## src/rtl/pipe_elastic_reg_pkg.sv

```systemverilog
// rtl/pipe_elastic_reg_pkg.sv - shared stage states and counter helper for pipe_elastic_reg
package pipe_elastic_reg_pkg;

    typedef enum logic [1:0] {
        ST_EMPTY = 2'd0,
        ST_HALF  = 2'd1,
        ST_FULL  = 2'd2
    } stage_state_e;

    function automatic logic [31:0] sat_inc(input logic [31:0] v);
        return (v == 32'hFFFF_FFFF) ? v : v + 32'd1;
    endfunction

endpackage

```

## src/rtl/pipe_skid_stage.sv

```systemverilog
// rtl/pipe_skid_stage.sv - one elastic stage: main + skid register, registered ready
module pipe_skid_stage
    import pipe_elastic_reg_pkg::*;
#(
    parameter int               WIDTH       = 32,
    parameter logic [WIDTH-1:0] DEFAULT_VAL = {WIDTH{1'b0}}
) (
    input  logic             clk,
    input  logic             rst,
    input  logic             stall,
    input  logic             bubble,
    input  logic             i_valid,
    input  logic [WIDTH-1:0] i_data,
    output logic             o_ready,
    output logic             o_valid,
    output logic [WIDTH-1:0] o_data,
    input  logic             i_ready
);

    stage_state_e     r_state;
    logic [WIDTH-1:0] r_main;
    logic [WIDTH-1:0] r_skid;
    logic             r_ready;
    logic             w_acc;
    logic             w_drn;

    assign w_acc   = i_valid & r_ready;
    assign w_drn   = (r_state != ST_EMPTY) & i_ready;
    assign o_ready = r_ready;
    assign o_valid = (r_state != ST_EMPTY);
    assign o_data  = r_main;

    // r_ready always tracks (r_state != ST_FULL) but comes straight from a flop
    always_ff @(posedge clk) begin
        if (rst || bubble) begin
            r_state <= ST_EMPTY;
            r_main  <= DEFAULT_VAL;
            r_skid  <= DEFAULT_VAL;
            r_ready <= 1'b1;
        end else if (!stall) begin
            case (r_state)
                ST_EMPTY: begin
                    if (w_acc) begin
                        r_state <= ST_HALF;
                        r_main  <= i_data;
                    end
                end
                ST_HALF: begin
                    if (w_acc && !w_drn) begin
                        r_state <= ST_FULL;
                        r_skid  <= i_data;
                        r_ready <= 1'b0;
                    end else if (!w_acc && w_drn) begin
                        r_state <= ST_EMPTY;
                        r_main  <= DEFAULT_VAL;
                    end else if (w_acc && w_drn) begin
                        r_main  <= i_data;
                    end
                end
                ST_FULL: begin
                    if (w_drn) begin
                        r_state <= ST_HALF;
                        r_main  <= r_skid;
                        r_skid  <= DEFAULT_VAL;
                        r_ready <= 1'b1;
                    end
                end
                default: begin
                    r_state <= ST_EMPTY;
                    r_main  <= DEFAULT_VAL;
                    r_skid  <= DEFAULT_VAL;
                    r_ready <= 1'b1;
                end
            endcase
        end
    end

endmodule

```

## src/rtl/pipe_elastic_reg.sv

```systemverilog
// rtl/pipe_elastic_reg.sv - DEPTH-stage elastic pipeline register with stall/bubble; PIPE_PERF_CNT_EN adds perf counters
module pipe_elastic_reg
    import pipe_elastic_reg_pkg::*;
#(
    parameter int               WIDTH       = 32,
    parameter int               DEPTH       = 1,
    parameter logic [WIDTH-1:0] DEFAULT_VAL = {WIDTH{1'b0}}
) (
    input  logic             clk,
    input  logic             rst,
    input  logic             stall,
    input  logic             bubble,
    input  logic             in_valid,
    input  logic [WIDTH-1:0] in_data,
    output logic             in_ready,
    output logic             out_valid,
    output logic [WIDTH-1:0] out_data,
    input  logic             out_ready
`ifdef PIPE_PERF_CNT_EN
    ,
    output logic [31:0]      stall_cycles,
    output logic [31:0]      flush_count
`endif
);

    logic             w_valid [DEPTH+1];
    logic             w_ready [DEPTH+1];
    logic [WIDTH-1:0] w_data  [DEPTH+1];
    logic             w_block;

    assign w_valid[0]     = in_valid;
    assign w_data[0]      = in_data;
    assign w_ready[DEPTH] = out_ready;

    genvar k;
    generate
        for (k = 0; k < DEPTH; k++) begin : g_stage
            pipe_skid_stage #(
                .WIDTH      (WIDTH),
                .DEFAULT_VAL(DEFAULT_VAL)
            ) u_stage (
                .clk    (clk),
                .rst    (rst),
                .stall  (stall),
                .bubble (bubble),
                .i_valid(w_valid[k]),
                .i_data (w_data[k]),
                .o_ready(w_ready[k]),
                .o_valid(w_valid[k+1]),
                .o_data (w_data[k+1]),
                .i_ready(w_ready[k+1])
            );
        end
    endgenerate

    // Control inputs gate both handshakes so no transfer can be seen during freeze/flush/reset
    assign w_block   = rst | bubble | stall;
    assign in_ready  = w_ready[0] & ~w_block;
    assign out_valid = w_valid[DEPTH] & ~w_block;
    assign out_data  = rst ? DEFAULT_VAL : w_data[DEPTH];

`ifdef PIPE_PERF_CNT_EN
    logic [31:0] r_stall_cycles;
    logic [31:0] r_flush_count;

    always_ff @(posedge clk) begin
        if (rst) begin
            r_stall_cycles <= 32'd0;
            r_flush_count  <= 32'd0;
        end else begin
            if (stall || (out_valid && !out_ready)) begin
                r_stall_cycles <= sat_inc(r_stall_cycles);
            end
            if (bubble) begin
                r_flush_count <= sat_inc(r_flush_count);
            end
        end
    end

    assign stall_cycles = r_stall_cycles;
    assign flush_count  = r_flush_count;
`endif

endmodule

```

## config.mk

```make
export PLATFORM = sky130hd
export DESIGN_NAME = pipe_elastic_reg
export DESIGN_NICKNAME = d
export VERILOG_FILES = /design/src/rtl/pipe_elastic_reg_pkg.sv /design/src/rtl/pipe_skid_stage.sv /design/src/rtl/pipe_elastic_reg.sv
export SDC_FILE = /design/constraint.sdc
export NUM_CORES = 1
export LEC_CHECK = 0
export BUFFER_PORTS_ARGS = -buffer_cell sky130_fd_sc_hd__clkbuf_2
export CAP_MARGIN = 10
export CELL_PAD_IN_SITES_DETAIL_PLACEMENT = 1
export CELL_PAD_IN_SITES_GLOBAL_PLACEMENT = 1
export CORE_MARGIN = 1.5
export CORE_UTILIZATION = 41
export CTS_CLUSTER_DIAMETER = 40
export DETAILED_ROUTE_END_ITERATION = 8
export PLACE_DENSITY_LB_ADDON = 0.1
export SLEW_MARGIN = 10
export SYNTH_ARGS = -nofsm -noshare
export SYNTH_HDL_FRONTEND = slang
export SYNTH_SLANG_ARGS = --single-unit
```

## constraint.sdc

```tcl
create_clock -name clk -period 1.65 [get_ports clk]
set_clock_uncertainty 0.15 [all_clocks]
set_input_delay 0.0825 -clock clk [delete_from_list [all_inputs] [get_ports clk]]
set_output_delay 0.0825 -clock clk [all_outputs]
set_load 0.02 [all_outputs]
```

==> Implementation_results.wiki <==
{| class="wikitable"
! Metric !! Value
|-
| Source of the worst register-to-register timing path || g_stage[0].u_stage.r_state[1]
|-
| Number of failing hold endpoints at the final stage || 0
|-
| Number of buffers added on ports || between 70 and 80
|-
| Highest fanout seen on the critical path || 15
|-
| Achievable Freq || 0.643 GHz
|-
| Count of mapped cells out of synthesis || around 380
|-
| Net count after synthesis || 420
|-
| Yosys top cell area share || 0.393
|-
| Cell at the root of the clock tree || sky130_fd_sc_hd__clkbuf_8
|-
| Global-route wire length before repair || 16400 um
|-
| Fraction of layout instances using a drive strength above 1 || 0.319
|-
| Post-Place Cells || about 550
|-
| Number of top-level pins || 72
|-
| Number of detailed-routing iterations run before antenna repair || 4
|-
| HPWL after detailed placement || between 6000 and 7000 um
|-
| Arrival time of the worst setup path || 1.68 ns
|-
| Number of register bits inferred by synthesis || 67
|-
| Starting Density || 0.420
|-
| Type of the setup path with the least slack || flop to flop
|-
| Max-cap violations || 0
|-
| Nature of the critical path startpoint || flop
|-
| Unrepaired setup endpoints after global routing || false
|-
| Endpoint class of the critical path || flop
|-
| Setup-violating endpoint count in the final report || 0
|-
| Number of antenna diodes || 0
|-
| Type of the worst min-delay path || input pin to flop
|-
| Synth async-reset ratio || 0
|-
| CP startpoint || g_stage[0].u_stage.r_state[1]
|-
| Height of the chip || 94.3 um
|-
| Cts bufs inserted || 9
|-
| Dominant register cell in the synthesized netlist || sky130_fd_sc_hd__dfxtp_1
|-
| First-iteration detailed-routing DRC count || 77
|-
| Routed met2 length || 4870 um
|-
| Worst setup slack after placement || -0.0338 ns
|-
| Clock period minus final worst setup slack || 1.56 ns
|-
| Core footprint || 8130 um2
|-
| Launch point of the worst hold path || stall
|-
| Proportion of synthesized chip area in sequential cells || 0.393
|-
| Final worst-path cycle share || 0.943
|-
| Source-to-sink clock delay at the later pin of the worst-skew pair || 0.34 ns
|-
| Remaining antenna violation count after routing || 0
|-
| Vias after detailed routing || between 3000 and 4000
|-
| Congestion Overflow GR || 0
|-
| Power per cell area || 807 nW/um2
|-
| Area contributors post-synth || sky130_fd_sc_hd__dfxtp_1 (39%), sky130_fd_sc_hd__nor2b_1 (6.0%), sky130_fd_sc_hd__a21oi_1 (5.6%)
|-
| Worst Hold Margin || 0.0666 ns
|-
| Avg Vias per Cell || about 5.2
|-
| Top cell type by total area after synthesis || sky130_fd_sc_hd__dfxtp_1
|-
| Required time at the worst-slack endpoint || 1.78 ns
|-
| Actual slew at the worst max-slew pin || 0.424 ns
|-
| Post-synthesis cell area || 3420 um2
|-
| Via count of the first global-routing pass || 3212
|-
| Met3 WL post-DR || 325 um
|-
| Post-CTS Setup Bufs || 0
|-
| Area overhead of the layout relative to synthesis || 32.5%
|-
| Residual DRC count || 0
|-
| Final-stage net count || 525
|-
| Clock Path Buffers || 2
|-
| EDFF count, synth || 0
|-
| Total routed wirelength || roughly 10000 um
|-
| Worst rel slew slack || 0.717
|-
| CTS tree || built
|-
| H-tree depth || 3
|-
| Routed len/inst || 16.7 um
|-
| Topmost layer with routed signal wires || met4
|-
| Unique masters post-synth || 44
|-
| Overall power of the completed layout || 3.65 mW
|-
| Total Neg Setup Slack || 0 ns
|-
| Avg Inst Size Synth || 8.94 um2
|-
| Row Count || 33
|-
| Initial antenna violation count || 0
|-
| Number of clock sinks || 67
|-
| Largest net degree at the start of global routing || 28
|-
| Run status || finished, final reports clean
|-
| Die span in x || 94.3 um
|-
| Yosys Warn Count || 0
|-
| Global placement routability congestion || about 0.8
|-
| Slew Viols, Final || 0
|-
| Final setup margin || 0.0937 ns
|-
| Setup slack, reg-to-reg || about 0.094 ns
|-
| Clock-pin transition on the worst setup and hold timing paths || 0.08 ns
|-
| Die ar. || 8890 um2
|-
| Routed length on met1 || 4650 um
|-
| Leak || 1.74 nW
|-
| Overall routing resource usage || 0.240
|-
| Worst IR Drop VDD || 0.469 mV
|-
| Post-layout instance count excluding filler cells || between 500 and 600
|}
==> state kept, by name, indices dropped and copies added (netlist names) <==
register,flops
g_stage.u_stage.r_state,2
g_stage.u_stage.r_skid,32
g_stage.u_stage.o_ready,1
g_stage.u_stage.o_data,32
==> cell usage after synthesis, types with 11 or more instances <==
library cell and number:
sky130_fd_sc_hd__nor2b_1 33, sky130_fd_sc_hd__nand3_1 20, sky130_fd_sc_hd__clkbuf_1 11, sky130_fd_sc_hd__o21ai_0 16
sky130_fd_sc_hd__nand2_1 21, sky130_fd_sc_hd__mux2i_1 16, sky130_fd_sc_hd__a22oi_1 18, sky130_fd_sc_hd__nand2b_1 16
sky130_fd_sc_hd__a21oi_1 38, sky130_fd_sc_hd__and2_1 15, sky130_fd_sc_hd__dfxtp_1 67, sky130_fd_sc_hd__nor2_1 24
==> report_power, final <==
| group | internal (mW) | leakage (nW) | switching [mW] |
|---|---|---|---|
| Clock | 0.864 | 0.114 | 0.689 |
| Combinational | 0.203 | 1.08 | 0.250 |
| Sequential | 1.63 | 0.542 | 0.0140 |
| Total | 2.70 | 1.74 | 0.953 |
==> metal layers <==
metal  global-route usage  up-vias
met4               0.0684        0
met1                0.304     1499
li1                     -     1542
met5                    0        -
met2                0.415       71
met3               0.0429       11
==> worst paths after layout <==
kind / to / cells past startpoint
setup / recovery: g_stage[0].u_stage.r_skid[20] / 5
setup reg to reg: g_stage[0].u_stage.r_skid[20] / 5
hold reg to reg: g_stage[0].u_stage.o_data[13] / 2
hold / removal: g_stage[0].u_stage.r_state[0] / 3
==> critical path, stage by stage, from the launching register on <==
cell and delay (ns):
sky130_fd_sc_hd__dfxtp_4 0.40, sky130_fd_sc_hd__buf_4 0.17, sky130_fd_sc_hd__nor4_4 0.33, sky130_fd_sc_hd__buf_6 0.25, sky130_fd_sc_hd__a22oi_1 0.10, sky130_fd_sc_hd__nor2_1 0.09
==> stage by stage <==
step                 util  area [um2]
floorplan               -        3420
global placement    0.488        3970
detailed placement  0.488        3970
CTS                 0.555        4520
global route        0.557        4530
finish              0.557        4530
==> kinds of logic after synthesis <==
kind of cell    count (synthesis)  share of synthesized area
xor+xnor                        1                    0.00256
mux                            16                     0.0469
buf+inv                        37                     0.0648
compound gates                108                      0.240
flops                          67                      0.393
simple gates                  153                      0.253
==> final cells by class <==
type / count / area, um2
clock inverters: 7 / 100
well taps: 105 / 131
inverters: 2 / 7.51
clock buffers: 9 / 124
multi-input cells: 278 / 1860
repair buffers: 129 / 953
fillers: 977 / 3610
flip-flops and latches: 67 / 1350
==> cell usage in the layout, fill, tap and decap left out, types with 16 or more instances in the layout <==
| cell type | netlist | final |
|---|---|---|
| sky130_fd_sc_hd__dfxtp_1 | 67 | 64 |
| sky130_fd_sc_hd__nand3_1 | 20 | 20 |
| sky130_fd_sc_hd__a22oi_1 | 18 | 18 |
| sky130_fd_sc_hd__nor2_1 | 24 | 24 |
| sky130_fd_sc_hd__dlygate4sd3_1 | 0 | 32 |
| sky130_fd_sc_hd__mux2i_1 | 16 | 16 |
| sky130_fd_sc_hd__nor2b_1 | 33 | 33 |
| sky130_fd_sc_hd__clkbuf_2 | 2 | 71 |
| sky130_fd_sc_hd__buf_4 | 6 | 18 |
| sky130_fd_sc_hd__nand2b_1 | 16 | 16 |
| sky130_fd_sc_hd__nand2_1 | 21 | 21 |
| sky130_fd_sc_hd__a21oi_1 | 38 | 38 |
==> timing repair <==
| action | CTS | global route |
|---|---|---|
| gates resized for setup | 2 | 5 |
| endpoints found under the setup margin | 13 | 41 |
| hold buffers | 32 | 0 |
| hold endpoints to repair | 49 | 0 |
Power figures use the tool's default switching activity.
